$ cat src/rtl/mem_pkg.sv
// Shared types and helpers for the load/store unit.
// Holds funct3 codes, FSM states, the latched request and lane helpers.
package mem_pkg;

    localparam logic [2:0] LB  = 3'b000;
    localparam logic [2:0] LH  = 3'b001;
    localparam logic [2:0] LW  = 3'b010;
    localparam logic [2:0] LBU = 3'b100;
    localparam logic [2:0] LHU = 3'b101;
    localparam logic [2:0] SB  = 3'b000;
    localparam logic [2:0] SH  = 3'b001;
    localparam logic [2:0] SW  = 3'b010;

    localparam int WA_MAX = 30;

    typedef enum logic [1:0] {
        IDLE,
        REQ,
        WAIT_R,
        DONE
    } mau_state_e;

    typedef struct packed {
        logic              we;
        logic [WA_MAX-1:0] waddr;
        logic [3:0]        be;
        logic [31:0]       wdata;
        logic [2:0]        funct3;
        logic [1:0]        off;
    } mem_req_t;

    function automatic logic acc_legal(
        input logic       we,
        input logic [2:0] f3,
        input logic [1:0] off
    );
        logic ok;
        ok = 1'b0;
        if (we) begin
            case (f3)
                SB:      ok = 1'b1;
                SH:      ok = ~off[0];
                SW:      ok = (off == 2'b00);
                default: ok = 1'b0;
            endcase
        end else begin
            case (f3)
                LB, LBU: ok = 1'b1;
                LH, LHU: ok = ~off[0];
                LW:      ok = (off == 2'b00);
                default: ok = 1'b0;
            endcase
        end
        return ok;
    endfunction

    function automatic logic [3:0] store_be(
        input logic [2:0] f3,
        input logic [1:0] off
    );
        logic [3:0] be;
        case (f3)
            SB:      be = 4'b0001 << off;
            SH:      be = 4'b0011 << off;
            default: be = 4'b1111;
        endcase
        return be;
    endfunction

    function automatic logic [31:0] store_data(
        input logic [2:0]  f3,
        input logic [31:0] wd
    );
        logic [31:0] d;
        case (f3)
            SB:      d = {4{wd[7:0]}};
            SH:      d = {2{wd[15:0]}};
            default: d = wd;
        endcase
        return d;
    endfunction

endpackage

$ cat src/rtl/mem_load_align.sv
// Selects the addressed byte/half of a read word and extends it.
// Purely combinational; undefined funct3 passes the word through.
module mem_load_align
    import mem_pkg::*;
(
    input  logic [31:0] rdata_i,
    input  logic [1:0]  off_i,
    input  logic [2:0]  funct3_i,
    output logic [31:0] data_o
);

    logic [7:0]  byte_sel;
    logic [15:0] half_sel;

    always_comb begin
        byte_sel = rdata_i[{off_i, 3'b000} +: 8];
        half_sel = off_i[1] ? rdata_i[31:16] : rdata_i[15:0];
        case (funct3_i)
            LB:      data_o = {{24{byte_sel[7]}}, byte_sel};
            LBU:     data_o = {24'd0, byte_sel};
            LH:      data_o = {{16{half_sel[15]}}, half_sel};
            LHU:     data_o = {16'd0, half_sel};
            default: data_o = rdata_i;
        endcase
    end

endmodule

$ cat src/rtl/mem_access_unit.sv
// Load/store unit: request/grant/response handshake to data memory,
// pipeline stall while busy, load extension and error reporting.
module mem_access_unit
    import mem_pkg::*;
#(
    parameter int DM_ADDRESS = 9,
    parameter int DATA_W     = 32,
    parameter int TIMEOUT    = 16
) (
    input  logic                  clk,
    input  logic                  reset,
    input  logic                  req_read,
    input  logic                  req_write,
    input  logic [DM_ADDRESS-1:0] addr,
    input  logic [DATA_W-1:0]     wdata,
    input  logic [2:0]            funct3,
    output logic                  stall,
    output logic [DATA_W-1:0]     load_data,
    output logic                  access_err,
    output logic                  mem_req,
    output logic                  mem_we,
    output logic [DM_ADDRESS-3:0] mem_addr,
    output logic [3:0]            mem_be,
    output logic [DATA_W-1:0]     mem_wdata,
    input  logic                  mem_gnt,
    input  logic                  mem_rvalid,
    input  logic [DATA_W-1:0]     mem_rdata
);

    localparam int CW = $clog2(TIMEOUT + 1);

    mau_state_e  state_q, state_d;
    mem_req_t    req_q, req_d;
    logic [CW-1:0] cnt_q, cnt_d;
    logic [31:0] ld_q, ld_d;
    logic [31:0] aligned;
    logic        new_we;
    logic        in_req;
    logic        expired;
    logic        unused_waddr;

    assign new_we  = req_write;
    assign in_req  = (state_q == REQ);
    assign expired = (cnt_q == CW'(TIMEOUT - 1));

    mem_load_align u_align (
        .rdata_i  (mem_rdata),
        .off_i    (req_q.off),
        .funct3_i (req_q.funct3),
        .data_o   (aligned)
    );

    always_comb begin
        state_d    = state_q;
        req_d      = req_q;
        cnt_d      = cnt_q;
        ld_d       = ld_q;
        stall      = 1'b0;
        access_err = 1'b0;
        unique case (state_q)
            IDLE: begin
                if (req_read | req_write) begin
                    if (acc_legal(new_we, funct3, addr[1:0])) begin
                        req_d.we     = new_we;
                        req_d.waddr  = WA_MAX'(addr[DM_ADDRESS-1:2]);
                        req_d.be     = store_be(funct3, addr[1:0]);
                        req_d.wdata  = store_data(funct3, wdata);
                        req_d.funct3 = funct3;
                        req_d.off    = addr[1:0];
                        cnt_d        = '0;
                        stall        = 1'b1;
                        state_d      = REQ;
                    end else begin
                        access_err = 1'b1;
                        ld_d       = '0;
                    end
                end
            end
            REQ: begin
                stall = 1'b1;
                if (mem_gnt) begin
                    cnt_d   = '0;
                    state_d = req_q.we ? DONE : WAIT_R;
                end else if (expired) begin
                    access_err = 1'b1;
                    ld_d       = '0;
                    state_d    = DONE;
                end else begin
                    cnt_d = cnt_q + 1'b1;
                end
            end
            WAIT_R: begin
                stall = 1'b1;
                if (mem_rvalid) begin
                    ld_d    = aligned;
                    state_d = DONE;
                end else if (expired) begin
                    access_err = 1'b1;
                    ld_d       = '0;
                    state_d    = DONE;
                end else begin
                    cnt_d = cnt_q + 1'b1;
                end
            end
            DONE: begin
                state_d = IDLE;
            end
            default: state_d = IDLE;
        endcase
    end

    always_ff @(posedge clk or negedge reset) begin
        if (!reset) begin
            state_q <= IDLE;
            req_q   <= '0;
            cnt_q   <= '0;
            ld_q    <= '0;
        end else begin
            state_q <= state_d;
            req_q   <= req_d;
            cnt_q   <= cnt_d;
            ld_q    <= ld_d;
        end
    end

    // Memory-side outputs are only live while a request is presented.
    assign mem_req   = in_req;
    assign mem_we    = in_req & req_q.we;
    assign mem_addr  = in_req ? req_q.waddr[DM_ADDRESS-3:0] : '0;
    assign mem_be    = in_req ? req_q.be : 4'b0000;
    assign mem_wdata = in_req ? req_q.wdata : '0;
    assign load_data = ld_q;

    assign unused_waddr = ^req_q.waddr[WA_MAX-1:DM_ADDRESS-2];

endmodule
$ cat config.mk
export PLATFORM = sky130hd
export DESIGN_NAME = mem_access_unit
export DESIGN_NICKNAME = d
export VERILOG_FILES = /design/src/rtl/mem_pkg.sv /design/src/rtl/mem_load_align.sv /design/src/rtl/mem_access_unit.sv
export SDC_FILE = /design/constraint.sdc
export NUM_CORES = 1
export LEC_CHECK = 0
export BUFFER_PORTS_ARGS = -buffer_cell sky130_fd_sc_hd__buf_2
export CAP_MARGIN = 40
export CORE_ASPECT_RATIO = 2
export CORE_MARGIN = 1.5
export CORE_UTILIZATION = 49
export CTS_BUF_LIST = sky130_fd_sc_hd__clkbuf_4
export CTS_CLUSTER_DIAMETER = 150
export DETAILED_ROUTE_END_ITERATION = 10
export GPL_TIMING_DRIVEN = 1
export PLACE_DENSITY_LB_ADDON = 0.08
export SYNTH_ARGS = -nofsm -noshare
export SYNTH_HDL_FRONTEND = slang
export SYNTH_HIERARCHICAL = 1
export SYNTH_SLANG_ARGS = --single-unit
$ cat constraint.sdc
create_clock -name clk -period 4 [get_ports clk]
set_input_delay 0.6 -clock clk [delete_from_list [all_inputs] [get_ports clk]]
set_output_delay 0.6 -clock clk [all_outputs]
set_load 0.03 [all_outputs]
Word-level counts from Yosys, hierarchy flattened
Cells that the tools add are included.
{"block": "word_totals", "output_inout_bits": 79, "input_bits": 82, "wordCells": 84, "ff_bits": 88}
{"block": "classes", "add_sub_neg": 1, "bitwise": 3, "n_eq_ne": 16, "shift": 3, "n_mux": 40, "reduce_logical": 12}
{"op": "2-to-1 mux 32 bit", "n": 6}
{"op": "case mux 32 bit (4 select lines)", "n": 1}
{"op": "case mux 32 bit (3 select lines)", "n": 1}
{"op": "case mux 32 bit (2 select lines)", "n": 1}
{"op": "variable part select 32 x 6 -> 8 bit", "n": 1}
{"op": "2-to-1 mux 5 bit", "n": 5}
{"op": "2-to-1 mux 16 bit", "n": 1}
{"op": "case mux 5 bit (3 select lines)", "n": 1}
{"op": "== test 3 bit, second input constant", "n": 4}
{"op": "2-to-1 mux 1 bit", "n": 11}
{"op": "2-to-1 mux 2 bit", "n": 5}
{"op": "!= test 2 bit, second input constant", "n": 5}
{"op": "case mux 1 bit (3 select lines)", "n": 3}
{"op": "case mux 2 bit (4 select lines)", "n": 1}
{"op": "case mux 4 bit (2 select lines)", "n": 1}
{"op": "AND reduction 4 bit", "n": 2}
{"op": "2-to-1 mux 7 bit", "n": 1}
{"op": "== test 3 x 1 -> 1 bit, second input constant", "n": 2}
{"op": "zero test 3 bit", "n": 2}
{"op": "OR reduction 2 bit", "n": 3}
{"op": "adder 5 x 1 -> 5 bit, second input constant", "n": 1}
{"op": "== test 5 x 4 -> 1 bit, second input constant", "n": 1}
{"op": "== test 2 bit, second input constant", "n": 2}
{"op": "zero test 2 bit", "n": 2}
{"op": "other kinds (12)", "n": 12}

Depth between registers and ports, before layout
{"block": "logic_depth", "word_depth": 9, "mapped_depth": 8, "mapped_depth_nobuf": 6}

By module
Netlist, hierarchy kept.
{"mod": "mem_access_unit", "instances": 1, "area_each_um2": 4317.9, "seq_area_each_um2": 2202.1, "cells_each": 376}
{"mod": "mem_load_align", "instances": 1, "area_each_um2": 845.8, "seq_area_each_um2": 0.0, "cells_each": 96}

Worst setup path before layout
OpenSTA, ideal clock, no wires.
{"block": "synth_timing", "path_type": "input -> output", "start": "in addr[0]", "end": "out stall", "n_path_buf": 3, "slack_ns": 1.276, "path_stages": 6, "required_ns": 3.400, "arrival_time_ns": 2.124, "cell_sequence": "buf_2 > a221oi_4 > o221ai_2 > buf_6 > clkbuf_1 > a21oi_1"}
{"block": "synth_via", "elab_chain_len": 8, "word_cells_on_any_way": 10, "cone_classes": "mux: 8; bitwise: 1; reduce/logical: 1"}
{"element": "start, declared", "line_no": "mem_access_unit.sv:14", "text": "input logic [DM_ADDRESS-1:0] addr,"}
{"element": "zero test 2 bit / inverter 1 bit (equally long branches)"}
{"element": "case mux 1 bit (3 select lines) (on tied branches)", "line_no": "mem_pkg.sv:47, mem_pkg.sv:40"}
{"element": "2-to-1 mux 1 bit (*)", "line_no": "mem_pkg.sv:39", "text": "if (we) begin"}
{"element": "2-to-1 mux 1 bit (*)", "line_no": "mem_access_unit.sv:62", "text": "if (req_read | req_write) begin"}
{"element": "2-to-1 mux 1 bit (*)", "line_no": "mem_access_unit.sv:60", "text": "unique case (state_q)"}
{"element": "2-to-1 mux 1 bit (*)", "line_no": "mem_access_unit.sv:63", "text": "if (acc_legal(new_we, funct3, addr[1:0])) begin"}
{"element": "2-to-1 mux 1 bit (*)", "line_no": "mem_access_unit.sv:62"}
{"element": "case mux 1 bit (2 select lines) (*)", "line_no": "mem_access_unit.sv:60"}
{"element": "end, declared", "line_no": "mem_access_unit.sv:17", "text": "output logic stall,"}
Every way passes the cells marked *; elsewhere a longest branch is shown, timed or not. The select of a mux whose other input is x is not followed.

Worst setup path in the final report
{"block": "layout_timing", "start": "reg state_q[0]", "end": "out stall"}
{"block": "layout_via", "elab_chain_len": 3, "word_cells_on_any_way": 5, "cone_classes": "eq/ne: 2; mux: 1; reduce/logical: 2"}
{"element": "start, declared", "line_no": "mem_access_unit.sv:32", "text": "mau_state_e state_q, state_d;"}
{"element": "start signal, assigned", "line_no": "mem_access_unit.sv:119", "text": "state_q <= state_d;"}
{"element": "== test 2 x 1 -> 1 bit / == test 2 bit (equally long branches)", "line_no": "mem_access_unit.sv:60"}
{"element": "OR reduction 2 bit (no line)"}
{"element": "case mux 1 bit (2 select lines) (*)", "line_no": "mem_access_unit.sv:60"}
Every way passes the cells marked *; elsewhere a longest branch is shown, timed or not.

==> results.cfg <==
[status]
outcome = finished clean

[routing]
dr_total_vias = 4248
drc_errors = 0
drtIter0Drc = 123
postRouteAntennaNets = 0
wirelength_um = 13100
via_per_inst = 5.63
drt_first_pass_iters = 4
wl_per_cell_um = 17.4

[global_route]
gr-total-overflow = 0
antenna_found_initial = 1
grt_max_degree = 61
grtUsageTotal_pct = 23.8
grt_pass1_wl_um = 20600
grt_pass1_vias = 4239

[min_path]
hold_depth = 2
holdPathEnd = req_q[44]$_DFFE_PN0P_
worstHoldPathType = in -> reg
min-delay-start = addr[5]

[power]
power.switching_mw = 2.11
p_leak_nw = 3.17
seqPwrFrac_pct = 30.8
switching_share_pct = 44.9
clock_power_share_pct = 15.2
power_density_mw_per_mm2 = 759
internal-power_mw = 2.60
vdd_drop_max_uv = 378
comb_power_share_pct = 54.0
total_power_mw = 4.71

[sta]
slew_headroom_pct = 39.6
period_minus_slack_ps = 2960
worst_slack_ps = 1040
final-hold-violation-count = 0
rsz0062_at_grt = no
worst_pin_slew_ps = 906
tns_ps = 0
fin_worst_skew_ps = 20.7
drv_slew = 0
fmax_mhz = 338
min_period_over_period_pct = 74.0
setup_viol = 0

[setup_path]
path_max_fanout = 19
worstPathCellList = inv_1 > ha_1 > o221ai_4 > a21oi_1 > buf_2
critical_path.slowest_cell = dfrtp_1
worst-path-buf-inv = 2
slowest_delay_ps = 440
crit_required_ps = 3400
arrival_ps = 2360
cp_top_family = compound AO/OA/AOI/OAI gates
reg2reg_to = load_data[13]$_DFFE_PN0P_
end_kind = primary output
r2r_setup_slack_ps = 1580
critPathLaunch = state_q[0]$_DFFE_PN0P_
critPathKind = reg -> out
reg2reg_depth = 4
r2r-start = req_q[1]$_DFFE_PN0P_
startpoint_type = flop

[synth]
syn-mean-instance-area_um2 = 10.9
yosys_warnings = 6
ys_ff_latch = 88
syn_nets = 561
synth_cell_types = 55
synthCells = 472
async_flop_share_pct = 100
synth_edf_count = 0
ys.flop_type = dfrtp_1
synth_area_mm2 = 0.00516
yosysSeqAreaShare_pct = 42.6

[place]
io_buffers = 160
pre_cts_ws_ps = 1130
gp_congestion = 0.830
dp.final_hpwl_um = 9900

[floorplanning]
die_w_um = 75.6
fp.dieArea_mm2 = 0.0112
initial_core_util_pct = 50.6
die_h_um = 148
num_rows = 52
ios = 161
core_area_mm2 = 0.0102

[clock_tree]
ctsResizeCount = 0
htree_levels = 3
cts_root_buffer = clkbuf_4
clk_path_buf_depth = 2
clock_sinks = 88
cts_buffers = 9
path_clk_slew_ps = 150
clk_latency_ps = 440
cts_tree = built

[cells_and_area]
final_common_cell = buf_2
drive_gt1_share_pct = 38.8
fin_util_pct = 60.7
area_growth_pct = 20.1
fin_nets = 703
final_cell_mix = buf_2 (159), dfrtp_1 (88), and2_1 (45)
nFillCells = 869

[job]
drv_cap = 0
[state kept, by name, indices dropped and copies added, names as in the netlist]
name	count
cnt_q	5
state_q	2
load_data	32
req_q	49
[worst max path at each step]
stage | to | slack (ps) | cells past startpoint
detailed placement | req_q[11]$_DFFE_PN0P_ | 1130 | 5
global route | stall | 850 | 5
finish | stall | 1040 | 5
global placement | req_q[12]$_DFFE_PN0P_ | 1170 | 5
CTS | stall | 990 | 5
floorplan | stall | 1280 | 6
[cell type report]
type / instances / area, µm² / share of cell area [%]
Antenna cell: 1 / 2.50 / 0.0403
Clock buffer: 9 / 67.6 / 1.09
Clock inverter: 7 / 146 / 2.36
Inverter: 5 / 18.8 / 0.303
Multi-Input combinational cell: 341 / 2700 / 43.6
Sequential cell: 88 / 2200 / 35.5
Tap cell: 135 / 169 / 2.72
Timing Repair Buffer: 169 / 893 / 14.4
[Yosys cell counts (4+ instances only)]
| master | number | area, µm² |
|---|---|---|
| a22o_1 | 35 | 307 |
| a21oi_1 | 18 | 90.1 |
| and2_1 | 45 | 282 |
| a221o_1 | 6 | 60.1 |
| clkbuf_1 | 17 | 63.8 |
| nor2b_1 | 12 | 75.1 |
| dfrtp_1 | 88 | 2200 |
| mux2i_1 | 30 | 300 |
| o21ai_0 | 39 | 195 |
| a2bb2oi_1 | 9 | 78.8 |
| buf_6 | 12 | 135 |
| nor3_1 | 4 | 20.0 |
| mux2_4 | 18 | 270 |
| o221ai_1 | 5 | 43.8 |
| inv_1 | 4 | 15.0 |
| ha_1 | 7 | 87.6 |
| mux2_2 | 10 | 113 |
| nand2_1 | 40 | 150 |
| buf_2 | 6 | 30.0 |
| a2bb2oi_2 | 14 | 210 |
| nor2_1 | 8 | 30.0 |
[worst reg2reg max path, stage by stage, from the launching register on]
cell and delay (ps):
dfrtp_1 910, nor3_1 170, a22oi_4 770, o221ai_1 230, a22o_1 240
[layer usage]
layer | GRT usage, % | up-vias | part of all wire, %
li1 | - | 2009 | -
met1 | 26.3 | 2063 | 38
met2 | 43.8 | 158 | 55
met3 | 4.13 | 18 | 4.7
met4 | 8.13 | 0 | 2.1
met5 | 0 | - | 0
[metrics by stage]
step | hold WS (ps) | area (µm²) | cells
5_1_grt | 339 | 6200 | 755
4_1_cts | 354 | 6200 | 754
3_3_place_gp | 455 | 5950 | 736
6_report | 381 | 6200 | 755
2_1_floorplan | 304 | 5160 | 472
3_5_place_dp | 462 | 5980 | 737
[what timing repair did]
| action | in CTS | in global routing |
|---|---|---|
| hold buffers | 1 | 0 |
| buffers inserted | 0 | 0 |
| endpoints found under the hold margin | 14 | 0 |
[power groups by stage]
stage	logic [mW]	registers (mW)	clock network [mW]
6_report	2.54	1.45	0.717
5_1_grt	2.75	1.50	0.766
4_1_cts	2.56	1.45	0.733
3_5_place_dp	2.56	1.47	0
3_3_place_gp	2.50	1.46	0
2_1_floorplan	1.94	1.47	0
[cell families after synthesis]
| family | share of synthesized area (%) |
|---|---|
| AOI/OAI and AO/OA | 23.4 |
| and+or+nand+nor | 13.8 |
| DFF | 42.6 |
| muxes | 13.2 |
| buffers and inverters | 5.23 |
| adders and majority gates | 1.70 |
No activity file was read; power rests on OpenSTA's default activity.
